**src/rtl/draw_pkg.sv**
```systemverilog
// Shared types for the VGA draw command sequencer.
// Opcodes, command bundle, FSM states and coordinate widths.
package draw_pkg;

  localparam int X_W = 8;
  localparam int Y_W = 7;

  typedef enum logic [1:0] {
    OP_FILL     = 2'd0,
    OP_CIRCLE   = 2'd1,
    OP_REULEAUX = 2'd2,
    OP_ILLEGAL  = 2'd3
  } op_e;

  typedef struct packed {
    op_e            op;
    logic [2:0]     colour;
    logic [X_W-1:0] cx;
    logic [Y_W-1:0] cy;
    logic [7:0]     size;
  } cmd_t;

  typedef enum logic [1:0] {
    S_IDLE    = 2'd0,
    S_RUN     = 2'd1,
    S_RELEASE = 2'd2
  } state_e;

endpackage

```
**src/rtl/cmd_fifo.sv**
```systemverilog
// Small synchronous FIFO with registered full/empty flags.
// Push is refused while full even if a pop happens that cycle.
module cmd_fifo #(
  parameter int DEPTH = 4,
  parameter int WIDTH = 28
) (
  input  logic             clk,
  input  logic             rst_n,
  input  logic             push,
  input  logic             pop,
  input  logic [WIDTH-1:0] wdata,
  output logic [WIDTH-1:0] rdata,
  output logic             full,
  output logic             empty
);

  localparam int AW = (DEPTH > 1) ? $clog2(DEPTH) : 1;

  logic [WIDTH-1:0] mem [DEPTH];
  logic [AW-1:0]    wptr, rptr;
  logic [AW-1:0]    wptr_inc, rptr_inc;
  logic             do_push, do_pop;

  assign do_push  = push & ~full;
  assign do_pop   = pop & ~empty;
  assign wptr_inc = wptr + 1'b1;
  assign rptr_inc = rptr + 1'b1;
  assign rdata    = mem[rptr];

  always_ff @(posedge clk or negedge rst_n) begin
    if (!rst_n) begin
      for (int i = 0; i < DEPTH; i++) mem[i] <= '0;
    end else if (do_push) begin
      mem[wptr] <= wdata;
    end
  end

  always_ff @(posedge clk or negedge rst_n) begin
    if (!rst_n) begin
      wptr  <= '0;
      rptr  <= '0;
      full  <= 1'b0;
      empty <= 1'b1;
    end else begin
      if (do_push) wptr <= wptr_inc;
      if (do_pop)  rptr <= rptr_inc;
      unique case ({do_push, do_pop})
        2'b10: begin
          empty <= 1'b0;
          full  <= (wptr_inc == rptr);
        end
        2'b01: begin
          full  <= 1'b0;
          empty <= (rptr_inc == wptr);
        end
        default: ;
      endcase
    end
  end

endmodule

```
**src/rtl/draw_sequencer.sv**
```systemverilog
// Queues draw commands and runs one engine at a time,
// muxing the active engine's pixels onto the VGA port.
module draw_sequencer
  import draw_pkg::*;
#(
  parameter int FIFO_DEPTH = 4
) (
  input  logic           clk,
  input  logic           rst_n,
  input  logic           cmd_valid,
  output logic           cmd_ready,
  input  logic [1:0]     cmd_op,
  input  logic [2:0]     cmd_colour,
  input  logic [X_W-1:0] cmd_cx,
  input  logic [Y_W-1:0] cmd_cy,
  input  logic [7:0]     cmd_size,
  output logic [2:0]     eng_colour,
  output logic [X_W-1:0] eng_cx,
  output logic [Y_W-1:0] eng_cy,
  output logic [7:0]     eng_size,
  output logic [2:0]     eng_start,
  input  logic [2:0]     eng_done,
  input  logic [2:0]     eng_plot,
  input  logic [23:0]    eng_x,
  input  logic [20:0]    eng_y,
  output logic [X_W-1:0] vga_x,
  output logic [Y_W-1:0] vga_y,
  output logic [2:0]     vga_colour,
  output logic           vga_plot,
  output logic           busy,
  output logic           err
);

  cmd_t   cmd_in, head;
  logic   fifo_full, fifo_empty, fifo_pop;
  state_e state_q, state_d;
  logic [1:0] sel_q;
  logic   latch, set_err;
  logic   done_sel, plot_sel, active;
  logic [X_W-1:0] x_sel;
  logic [Y_W-1:0] y_sel;

  assign cmd_in = {cmd_op, cmd_colour, cmd_cx, cmd_cy, cmd_size};

  cmd_fifo #(
    .DEPTH (FIFO_DEPTH),
    .WIDTH ($bits(cmd_t))
  ) u_fifo (
    .clk   (clk),
    .rst_n (rst_n),
    .push  (cmd_valid),
    .pop   (fifo_pop),
    .wdata (cmd_in),
    .rdata (head),
    .full  (fifo_full),
    .empty (fifo_empty)
  );

  assign cmd_ready = ~fifo_full;
  assign busy      = (state_q != S_IDLE) | ~fifo_empty;

  always_comb begin
    done_sel = 1'b0;
    plot_sel = 1'b0;
    x_sel    = '0;
    y_sel    = '0;
    unique case (sel_q)
      2'd0: begin
        done_sel = eng_done[0];
        plot_sel = eng_plot[0];
        x_sel    = eng_x[7:0];
        y_sel    = eng_y[6:0];
      end
      2'd1: begin
        done_sel = eng_done[1];
        plot_sel = eng_plot[1];
        x_sel    = eng_x[15:8];
        y_sel    = eng_y[13:7];
      end
      2'd2: begin
        done_sel = eng_done[2];
        plot_sel = eng_plot[2];
        x_sel    = eng_x[23:16];
        y_sel    = eng_y[20:14];
      end
      default: ;
    endcase
  end

  always_comb begin
    state_d   = state_q;
    fifo_pop  = 1'b0;
    latch     = 1'b0;
    set_err   = 1'b0;
    eng_start = '0;
    unique case (state_q)
      S_IDLE: begin
        if (!fifo_empty) begin
          fifo_pop = 1'b1;
          if (head.op == OP_ILLEGAL) begin
            set_err = 1'b1;
          end else begin
            latch   = 1'b1;
            state_d = S_RUN;
          end
        end
      end
      S_RUN: begin
        eng_start = 3'b001 << sel_q;
        if (done_sel) state_d = S_RELEASE;
      end
      S_RELEASE: begin
        if (!done_sel) state_d = S_IDLE;
      end
      default: state_d = S_IDLE;
    endcase
  end

  always_ff @(posedge clk or negedge rst_n) begin
    if (!rst_n) begin
      state_q    <= S_IDLE;
      sel_q      <= '0;
      eng_colour <= '0;
      eng_cx     <= '0;
      eng_cy     <= '0;
      eng_size   <= '0;
      err        <= 1'b0;
    end else begin
      state_q <= state_d;
      if (latch) begin
        sel_q      <= head.op;
        eng_colour <= head.colour;
        eng_cx     <= head.cx;
        eng_cy     <= head.cy;
        eng_size   <= head.size;
      end
      if (set_err) err <= 1'b1;
    end
  end

  // RELEASE still forwards so a pixel landing with done is kept
  assign active     = (state_q == S_RUN) | (state_q == S_RELEASE);
  assign vga_plot   = active & plot_sel;
  assign vga_x      = active ? x_sel : '0;
  assign vga_y      = active ? y_sel : '0;
  assign vga_colour = eng_colour;

endmodule

```
**config.mk**
```make
export PLATFORM = sky130hd
export DESIGN_NAME = draw_sequencer
export DESIGN_NICKNAME = d
export VERILOG_FILES = /design/src/rtl/draw_pkg.sv /design/src/rtl/cmd_fifo.sv /design/src/rtl/draw_sequencer.sv
export SDC_FILE = /design/constraint.sdc
export NUM_CORES = 1
export LEC_CHECK = 0
export ABC_AREA = 1
export CORE_AREA = 2 2 126 128
export CTS_CLUSTER_SIZE = 10
export DETAILED_ROUTE_END_ITERATION = 10
export DIE_AREA = 0 0 128 130
export PLACE_DENSITY = 0.69
export SLEW_MARGIN = 5
export SYNTH_ARGS = -nofsm -noshare
export SYNTH_HDL_FRONTEND = slang
export SYNTH_HIERARCHICAL = 1
export SYNTH_SLANG_ARGS = --single-unit
export TNS_END_PERCENT = 50
```
**constraint.sdc**
```tcl
create_clock -name clk -period 2.2 [get_ports clk]
set_clock_uncertainty 0.15 [all_clocks]
set_input_delay 0.22 -clock clk [delete_from_list [all_inputs] [get_ports clk]]
set_output_delay 0.22 -clock clk [all_outputs]
set_load 0.1 [all_outputs]
```
### Yosys cells after proc, flatten, opt, wreduce, memory -nomap -nowiden

Cells that the tools add are included.

| operators by class | value |
|---|---|
| shift-type cells | 1 |
| bitwise logic cells | 9 |
| reduce and logical (&&, ||, !) cells | 6 |
| add/subtract/negate cells | 2 |
| magnitude comparators | 3 |
| mux-type cells | 28 |
| equal/unequal tests | 13 |

Operators by type and width:

| kind | count |
|---|---|
| 112-bit bitwise mux | 1 |
| 28-bit two-way mux | 3 |
| 28-bit binary-select mux with 2-bit select | 1 |
| 28-bit demux with 2-bit select | 1 |
| 8-bit case mux with 3 select lines | 1 |
| 7-bit case mux with 3 select lines | 1 |
| 2-bit equality test, second input constant | 4 |
| 1-bit two-way mux | 8 |
| 2-bit two-way mux | 4 |
| 8-bit two-way mux | 1 |
| 2-bit != test, second input constant | 4 |
| 7-bit two-way mux | 1 |
| 2-bit by 1-bit equality test with 1-bit output, second input constant | 3 |
| 3-bit greater-or-equal comparator, second input constant | 2 |
| 2-bit NOT with 3-bit output | 2 |
| 1-bit case mux with 3 select lines | 2 |
| 2-bit case mux with 3 select lines | 1 |
| 2-bit by 1-bit adder with 2-bit output, second input constant | 2 |
| 2-bit equality test | 2 |
| 2-bit logical NOT | 2 |
| 1-bit case mux with 2 select lines | 2 |
| 4-bit AND reduction | 1 |
| 2-bit nonzero test | 2 |
| 1-bit bitwise AND | 3 |
| 6 further kinds | 8 |

| storage, ports and cells | value |
|---|---|
| register bits after elaboration | 149 |
| word-level logic and storage cells | 77 |
| output and inout bits | 51 |
| input bits | 82 |

### Depth between registers and ports, before layout

Gate-level depths: netlist of the first run.

| depth | value |
|---|---|
| word-level depth | 8 |
| depth in mapped cells | 12 |
| mapped depth without buffers | 12 |

### Hierarchy

The synthesis of the first run kept the hierarchy.

By module, submodules not included:

| module | sequential area each (µm²) | area each (µm²) | cells each | times used |
|---|---|---|---|---|
| cmd_fifo | 2,954.1 | 5,146.2 | 599 | 1 |
| draw_sequencer | 775.7 | 1,875.5 | 207 | 1 |

### Worst setup path after synthesis of the first run

Ideal clock, no wire load.

| timing path | value |
|---|---|
| path kind | register to output |
| from | register state_q[1] |
| to | output eng_start[0] |
| buffers on the path | 0 |
| cell stages (with the launch flop) | 5 |
| path slack | -898 ps |
| arrival | 2,728 ps |
| data required time | 1,830 ps |
| path through | dfrtp_1 inv_1 ha_1 inv_1 nor3_1 |

| between the ends | value |
|---|---|
| word-level cells in the longest chain between the ends | 2 |

RTL lines:

| item | line | RTL |
|---|---|---|
| from (decl) | draw_sequencer.sv:36 | `state_e state_q, state_d;` |
| from (signal assigned) | draw_sequencer.sv:129 | `state_q <= state_d;` |
| 2-bit by 1-bit equality test with 1-bit output | draw_sequencer.sv:96 | `unique case (state_q)` |
| 3-bit two-way mux | draw_sequencer.sv:96 |  |
| to (decl) | draw_sequencer.sv:21 | `output logic [2:0] eng_start,` |

Every way passes these cells.

### Final worst setup path of the first run

| timing path | value |
|---|---|
| from | register state_q[1] |
| to | output vga_y[3] |

| between the ends | value |
|---|---|
| word-level cells in the longest chain between the ends | 3 |
| elaborated cells on any way between the ends | 4 |
| those cells by class | eq/ne (2); mux (1); bitwise (1) |

RTL lines:

| item | line | RTL |
|---|---|---|
| 2-bit by 1-bit equality test with 1-bit output or 2-bit equality test (tied branches) | draw_sequencer.sv:142 | `assign active = (state_q == S_RUN) \| (state_q == S_RELEASE);` |
| 1-bit bitwise OR * | draw_sequencer.sv:142 |  |
| 7-bit two-way mux * | draw_sequencer.sv:145 | `assign vga_y = active ? y_sel : '0;` |
| to (decl) | draw_sequencer.sv:27 | `output logic [Y_W-1:0] vga_y,` |

Mark *: on every way between the ends. The rest lies on a longest branch, timed or not.

==> impl_metrics.json, run 1 <==
{
  "hp-class": "in2async",
  "hold_ws_ns": 0.135,
  "ys_seq_elements": 149,
  "crit-reg2reg-launch": "u_fifo/rptr[0]$_DFFE_PN0P_",
  "cpPeakStageDelay_ns": 0.36,
  "fin_setup_tns_ns": 0,
  "synthCells": 806,
  "core_area_um2": 15400,
  "startpoint": "state_q[1]$_DFFE_PN0P_",
  "r2r_cells": 7,
  "finalSetupViolations": 0,
  "syn_area_um2": 7020,
  "cts_buffers": 17,
  "grt_pass1_vias": 5442,
  "cts_max_path_buffers": 2,
  "drt-vias-per-instance": 5.06,
  "synth_top_cell_by_area": "dfrtp_1",
  "dr.pass1.iters": 5,
  "drt-total-wl_um": 16700,
  "synth_fp_nets": 897,
  "drcViolationCount": 0,
  "num_antenna_cells": 0,
  "crit_path_frequent_cell": "inv_1",
  "final_cell_mix": "nand2_1, dfrtp_1, o21ai_1",
  "tightest_slew_ns": 0.627,
  "yosysUniqueCellTypes": 24,
  "vias": 5716,
  "relSlewSlack_pct": 58.2,
  "seqCellArea_um2": 3730,
  "critical_path.cell_chain": "inv_1, ha_1, buf_6, nand2_1, inv_1, buf_12",
  "grt_max_degree": 57,
  "area_growth_pct": 32.0,
  "min_period_over_period_pct": 93.1,
  "rows": 46,
  "ant_nets": 0,
  "start_kind": "flop",
  "grt_pass1_wl_um": 27600,
  "outcome": "complete, no violations",
  "die_y_um": 130,
  "critPathCaptureType": "output port",
  "worstPathRequired_ns": 1.83,
  "clock_latency_ns": 0.42,
  "place_hpwl_um": 10800,
  "synth_area_per_cell_um2": 8.71,
  "max_freq_mhz": 488,
  "tritoncts": "built",
  "die-area_um2": 16600,
  "fillers": 1373,
  "synth.area.top_cells": "dfrtp_1, nand2_1, o21ai_1, o21ai_0, mux2_4",
  "ff2ff_setup_slack_ns": 0.21,
  "yosysWarningCount": 6,
  "drive_gt1_share_pct": 15.8,
  "grt-ovfl-total": 0,
  "final_common_cell": "nand2_1",
  "grt_usage_pct": 21.0,
  "arrival_ns": 1.68,
  "chipWidth_um": 128,
  "critPathMaxFanout": 16,
  "synth_top_cell_area_share_pct": 52.7,
  "cp-endpoint": "vga_y[3]",
  "root_buffer": "clkbuf_16",
  "drtIter0Drc": 461,
  "routedWlPerCell_um": 14.8,
  "ys_seq_area_share_pct": 53.1,
  "worstPathBufferInverterCount": 4,
  "r2r-end": "eng_size[7]$_DFFE_PN0P_",
  "h-tree-depth": 4,
  "clk_pin_slew_ns": 0.06,
  "slowest_stage": "dfrtp_1",
  "ios": 133,
  "final_nets": 1016,
  "place_congestion": 0.758,
  "path_class": "reg2out",
  "drv_slew": 0,
  "clock_sinks": 149,
  "io_buffers": 132,
  "rsz0062_at_grt": "no",
  "antenna_found_initial": 0,
  "hold_violations": 0,
  "start_util_pct": 45.5,
  "path_delay_family": "buffers and inverters",
  "cp.depth": 6,
  "fin_crit_ns": 2.05,
  "multi_input_area_um2": 2780,
  "drv_cap": 0
}
## how the worst min path moves through the flow
stage	cells after the start	endpoint	from	slack, ns
final	2	u_fifo/mem[14]$_DFFE_PN0P_	rst_n	0.13
after global routing	2	u_fifo/mem[10]$_DFFE_PN0P_	rst_n	0.18
after CTS	2	u_fifo/mem[14]$_DFFE_PN0P_	rst_n	0.15
after detailed placement	1	u_fifo/mem[14]$_DFFE_PN0P_	rst_n	0.03
after global placement	1	u_fifo/mem[14]$_DFFE_PN0P_	rst_n	0.03
after floorplan	0	eng_colour[0]$_DFFE_PN0P_	rst_n	-0.23
## layer usage
metal  track usage (%)  vias up  routed length (um)
li1                  -     2877                   -
met1              29.2     2701                8180
met2              34.1      130                7670
met3              5.33        8                 767
met4              3.88        0                  99
met5                 0        -                   0
## area by class of cell
class,instances,area share (%)
clock buffers,21,4.97
clock inverters,11,1.35
inverters,63,2.66
multi-input cells,540,30.0
flip-flops and latches,149,40.3
well taps,192,2.59
repair buffers,154,18.1
## what timing repair did
action                                  4_1_cts  5_1_grt
buffers inserted                              0        1
gates resized for setup                       2        5
endpoints found under the setup margin        5       16
hold buffers                                  1        0
pin swaps                                     0        1
cloned                                        0        0
hold endpoints to repair                    106        0
## synth_stat cells
library cell and number:
ha_1 9, dfstp_2 1, buf_4 4, mux2_4 26
nor3_1 1, nand3b_1 1, inv_1 57, nor2_4 3
nand3_1 23, nand2_1 205, nand2_2 1, inv_2 6
o21ai_1 88, xor2_1 2, nand4_1 3, clkbuf_1 20
a31o_1 1, dfrtp_1 148, buf_2 25, nor2_1 62
buf_6 5, o22ai_1 28, o21ai_0 83, a21oi_1 4
## cell families after synthesis
group,after synthesis,synth area share [%]
fa+ha+maj,9,1.60
simple gates,299,16.9
mux,26,5.56
xor+xnor,2,0.250
buf+inv,117,7.45
flops,149,53.1
compound gates,204,15.1
## per-stage QoR
stage	utilization [%]	cells	area [um^2]	setup slack [ns]
after floorplan	-	806	7030	-0.144
after global placement	56.0	1096	8640	0.274
after detailed placement	56.0	1096	8640	0.222
after CTS	59.9	1129	9240	0.000516
after global routing	60.1	1130	9270	0.0217
final	60.1	1130	9270	0.152
## worst reg2reg max path, delay by kind of cell, from the launching register on
kind                   cells  cell delay (ns)
AO/OA/AOI/OAI              1             0.23
AND/OR/NAND/NOR            3             0.32
buffers and inverters      2             0.42
multiplexers               1             0.33
flip-flops                 1             0.42
## sequential cells by signal, indices dropped and copies added (netlist names)
name          cells
u_fifo/empty      1
u_fifo/full       1
err               1
u_fifo/mem      112
eng_size          8
sel_q             2
u_fifo/rptr       2
eng_cx            8
eng_cy            7
eng_colour        3
state_q           2
u_fifo/wptr       2
Power of run 1 is not shown: default switching activity piles up to over one toggle a cycle in this logic, so the estimate is an artifact.
==> inputs of run 2 (changes only) <==
--- a/config.mk
+++ b/config.mk
@@ -10,7 +10,7 @@
 export CTS_CLUSTER_SIZE = 10
 export DETAILED_ROUTE_END_ITERATION = 10
 export DIE_AREA = 0 0 128 130
-export PLACE_DENSITY = 0.69
+export PLACE_DENSITY = 0.72
 export SLEW_MARGIN = 5
 export SYNTH_ARGS = -nofsm -noshare
 export SYNTH_HDL_FRONTEND = slang
==> impl_metrics.json, run 2 (same netlist as run 1, synthesis figures left out) <==
{
  "chipWidth_um": 128,
  "fin_ws_ns": 0.0873,
  "routedWlPerCell_um": 15.6,
  "cpPeakStageDelay_ns": 0.38,
  "outcome": "complete, no violations",
  "dr.pass1.iters": 5,
  "largest_reg_flops": 112,
  "arrival_ns": 1.74,
  "cp.depth": 6,
  "tightest_slew_ns": 0.622,
  "drt-vias-per-instance": 5.15,
  "root_buffer": "clkbuf_16",
  "final_common_cell": "nand2_1",
  "regMostFlops": "u_fifo/mem",
  "final_nets": 1018,
  "path_delay_family": "buffers and inverters",
  "io_buffers": 132,
  "fillers": 1357,
  "start_util_pct": 45.5,
  "seqCellArea_um2": 3730,
  "worstPathRequired_ns": 1.83,
  "relSlewSlack_pct": 58.5,
  "area_growth_pct": 31.4,
  "min_period_over_period_pct": 96.0,
  "grt_pass1_wl_um": 28500,
  "die_y_um": 130,
  "max_freq_mhz": 473,
  "hold_violations": 0,
  "critical_path.cell_chain": "inv_1, ha_1, buf_8, nand2_1, inv_1, buf_12",
  "top_regs": "u_fifo/mem x112, eng_cx x8, eng_size x8",
  "crit_path_frequent_cell": "inv_1",
  "die-area_um2": 16600,
  "clk_pin_slew_ns": 0.06,
  "cts_buffers": 17,
  "ios": 133,
  "r2r_cells": 12,
  "h-tree-depth": 4,
  "clock_sinks": 149,
  "critPathCaptureType": "output port",
  "clock_latency_ns": 0.42,
  "num_antenna_cells": 0,
  "final_cell_mix": "nand2_1, dfrtp_1, o21ai_1",
  "multi_input_area_um2": 2790,
  "start_kind": "flop",
  "drtIter0Drc": 438,
  "dpl_cell_area_um2": 8630,
  "fin_crit_ns": 2.11,
  "finalInstanceArea_um2": 9230,
  "hp-class": "in2async",
  "place_ws_ns": 0.206,
  "utilization_pct": 59.8,
  "drive_gt1_share_pct": 16.3,
  "place_hpwl_um": 11200,
  "path_class": "reg2out",
  "drv_cap": 0,
  "drv_slew": 0,
  "grt-ovfl-total": 0,
  "slowest_stage": "dfrtp_1",
  "place_congestion": 0.771,
  "ant_nets": 0,
  "fin_cells": 1131,
  "antenna_found_initial": 0,
  "grt_usage_pct": 22.0,
  "critPathMaxFanout": 16,
  "cts_max_path_buffers": 2,
  "core_area_um2": 15400,
  "vias": 5821,
  "place_inst": 1097,
  "finalSetupViolations": 0,
  "rows": 46,
  "drt-total-wl_um": 17600,
  "grt_pass1_vias": 5491,
  "worstPathBufferInverterCount": 4,
  "tritoncts": "built",
  "drcViolationCount": 0,
  "grt_max_degree": 61
}
## run 2: changes by cell type in the layout (fill, tap and decap cells not counted), sizes merged
cell      change
clkinv        +3
clkbuf        -2
inv           -1
buf           +1
bufinv        -2
clkinvlp      +2
## run 2: metal layers
| layer | up-vias | wire length (um) | GRT usage, % |
|---|---|---|---|
| met5 | - | 0 | 0 |
| li1 | 2887 | - | - |
| met3 | 21 | 861 | 4.22 |
| met1 | 2755 | 8010 | 29.8 |
| met4 | 0 | 279 | 7.63 |
| met2 | 158 | 8490 | 35.9 |
## run 2: layout make-up
type | instances | area share [%]
Multi-Input combinational cell | 540 | 30.2
Timing Repair Buffer | 155 | 18.2
Inverter | 63 | 2.67
Clock inverter | 12 | 0.881
Clock buffer | 19 | 4.91
Timing Repair inverter | 1 | 0.0542
Tap cell | 192 | 2.60
Sequential cell | 149 | 40.5
## run 2: per-stage QoR
stage,hold slack [ns],TNS [ns]
floorplan,-0.226,-0.322
detailed placement,-0.0373,0
global route,0.0895,-0.0166
CTS,0.0697,0
global placement,-0.0424,0
finish,0.0784,0
## run 2: worst paths after layout
check	from	to	slack (ns)
max reg2reg	state_q[0]$_DFFE_PN0P_	u_fifo/empty$_DFFE_PN1P_	0.20
min reg2reg	u_fifo/mem[32]$_DFFE_PN0P_	u_fifo/mem[32]$_DFFE_PN0P_	0.33
max	state_q[0]$_DFFE_PN0P_	vga_y[1]	0.09
min in group clk	cmd_cy[4]	u_fifo/mem[40]$_DFFE_PN0P_	0.27
max in group asynchronous	rst_n	u_fifo/empty$_DFFE_PN1P_	1.20
min	rst_n	u_fifo/mem[99]$_DFFE_PN0P_	0.08
## run 2: what timing repair did
item,in CTS,in global routing
cloned,0,1
setup endpoints to repair,4,17
setup buffers,0,1
endpoints found under the hold margin,148,0
hold buffers,1,0
resized for setup,2,8
pin swaps,0,1
Power of run 2 is left out for the same reason.
==> inputs of run 3 (changes only) <==
--- a/config.mk
+++ b/config.mk
@@ -10,7 +10,7 @@
 export CTS_CLUSTER_SIZE = 10
 export DETAILED_ROUTE_END_ITERATION = 10
 export DIE_AREA = 0 0 128 130
-export PLACE_DENSITY = 0.72
+export PLACE_DENSITY_LB_ADDON = 0.1
 export SLEW_MARGIN = 5
 export SYNTH_ARGS = -nofsm -noshare
 export SYNTH_HDL_FRONTEND = slang
==> constraint.sdc (replaced) <==
create_clock -name clk -period 2 [get_ports clk]
set_clock_uncertainty 0.15 [all_clocks]
set_input_delay 0.2 -clock clk [delete_from_list [all_inputs] [get_ports clk]]
set_output_delay 0.2 -clock clk [all_outputs]
set_load 0.1 [all_outputs]
==> impl_metrics.json, run 3 (same netlist as run 1, synthesis figures left out) <==
{
  "outcome": "complete, but fails checks",
  "violations": "setup timing",
  "final_common_cell": "nand2_1",
  "cp-endpoint": "vga_y[5]",
  "clk_pin_slew_ns": 0.06,
  "worstPathBufferInverterCount": 4,
  "num_antenna_cells": 0,
  "drtIter0Drc": 484,
  "rows": 46,
  "place_hpwl_um": 11600,
  "fin_cells": 1149,
  "die-area_um2": 16600,
  "finalSetupViolations": 18,
  "drv_slew": 0,
  "r2r-end": "u_fifo/empty$_DFFE_PN1P_",
  "drt-vias-per-instance": 5.20,
  "core_area_um2": 15400,
  "drv_cap": 0,
  "startpoint": "sel_q[1]$_DFFE_PN0P_",
  "tritoncts": "built",
  "h-tree-depth": 4,
  "antenna_found_initial": 0,
  "cts_max_path_buffers": 2,
  "largest_reg_flops": 112,
  "place_inst": 1102,
  "chipWidth_um": 128,
  "die_y_um": 130,
  "clock_latency_ns": 0.42,
  "ant_nets": 0,
  "grt_max_degree": 57,
  "final_cell_mix": "nand2_1, dfrtp_1, o21ai_1",
  "hp-class": "in2async",
  "relSlewSlack_pct": 71.3,
  "drive_gt1_share_pct": 24.9,
  "io_buffers": 132,
  "place_congestion": 0.734,
  "critPathMaxFanout": 5,
  "hold_violations": 0,
  "ff2ff_setup_slack_ns": 0.12,
  "rsz0062_at_grt": "yes",
  "slowest_stage": "dfrtp_2",
  "crit-reg2reg-launch": "state_q[0]$_DFFE_PN0P_",
  "tightest_slew_ns": 0.431,
  "worstPathRequired_ns": 1.65,
  "critPathCaptureType": "output port",
  "grt_usage_pct": 22.7,
  "fin_crit_ns": 2.14,
  "start_kind": "flop",
  "arrival_ns": 1.79,
  "grt-ovfl-total": 0,
  "start_util_pct": 45.5,
  "top_regs": "u_fifo/mem x112, eng_cx x8, eng_size x8",
  "drt-total-wl_um": 18600,
  "cts_buffers": 17,
  "vias": 5974,
  "clock_sinks": 149,
  "r2r_cells": 12,
  "routedWlPerCell_um": 16.1,
  "fin_ws_ns": -0.145,
  "area_growth_pct": 38.9,
  "drcViolationCount": 0,
  "min_period_over_period_pct": 107,
  "cp.depth": 8,
  "cpPeakStageDelay_ns": 0.43,
  "root_buffer": "clkbuf_16",
  "path_delay_family": "buffers and inverters",
  "regMostFlops": "u_fifo/mem",
  "dr.pass1.iters": 5,
  "path_class": "reg2out",
  "max_freq_mhz": 466,
  "final_nets": 1038,
  "grt_pass1_vias": 5828,
  "grt_pass1_wl_um": 29400,
  "ios": 133,
  "critical_path.cell_chain": "buf_6, nor2_4, clkbuf_16, nand2_2, nand3_2, nand2_2, clkinvlp_4, buf_12",
  "crit_path_frequent_cell": "nand2_2"
}
run 3: cell count changes in the layout (fill, tap and decap cells not counted), sizes merged:
cell      delta
buf         +18
clkinvlp     +9
inv          -8
clkinv       -5
bufinv       +3
clkbuf       +1
run 3: per-stage QoR:
stage	area, um^2	hold slack (ns)	utilization, %	setup WS [ns]	setup TNS, ns
after floorplan	7070	-0.246	-	-0.324	-0.862
after global placement	8770	0.00446	56.9	0.147	0
after detailed placement	8770	0.0136	56.9	0.114	0
after CTS	9540	0.149	61.9	-0.105	-1.20
after global routing	9750	0.158	63.2	-0.196	-2.75
final	9750	0.136	63.2	-0.145	-1.65
run 3: how the worst min path moves through the flow:
| stage | start | end | slack [ns] | cells past startpoint |
|---|---|---|---|---|
| after global routing | rst_n | u_fifo/mem[5]$_DFFE_PN0P_ | 0.16 | 2 |
| after detailed placement | rst_n | u_fifo/mem[5]$_DFFE_PN0P_ | 0.01 | 1 |
| after global placement | rst_n | u_fifo/mem[5]$_DFFE_PN0P_ | 0.004 | 1 |
| after floorplan | rst_n | eng_colour[0]$_DFFE_PN0P_ | -0.25 | 0 |
| after CTS | rst_n | u_fifo/mem[5]$_DFFE_PN0P_ | 0.15 | 2 |
| final | rst_n | u_fifo/mem[61]$_DFFE_PN0P_ | 0.14 | 2 |
run 3: metal layers:
| layer | global-route usage [%] | wire length, um | up-vias |
|---|---|---|---|
| met5 | 0 | 0 | - |
| met4 | 7.24 | 260 | 0 |
| met3 | 4.55 | 920 | 28 |
| met2 | 38.6 | 9200 | 201 |
| met1 | 29.5 | 8170 | 2830 |
| li1 | - | - | 2915 |
run 3: area by class of cell:
| type | instances | area (um^2) |
|---|---|---|
| fillers | 1235 | 5670 |
| flip-flops and latches | 149 | 3730 |
| multi-input cells | 540 | 2970 |
| repair buffers | 174 | 1930 |
| clock buffers | 19 | 453 |
| inverters | 63 | 284 |
| well taps | 192 | 240 |
| clock inverters | 10 | 131 |
| repair inverters | 2 | 15.0 |
run 3: timing repair:
| item | CTS | global route |
|---|---|---|
| gates resized for setup | 36 | 37 |
| setup endpoints to repair | 18 | 21 |
| hold endpoints to repair | 124 | 0 |
| gates cloned | 2 | 1 |
| buffers inserted | 7 | 7 |
| hold buffers | 1 | 0 |
| pin swaps | 4 | 14 |
run 3: worst reg2reg max path: stages (launching register included):
cell     delay (ns)
dfrtp_1        0.39
inv_1          0.11
ha_1           0.21
inv_2          0.06
nor2_4         0.10
inv_1          0.06
nor2_2         0.10
ha_1           0.28
inv_1          0.08
nand2_1        0.05
nor2_1         0.11
nand2_1        0.08
nand2_1        0.06
Power of run 3 is left out for the same reason.
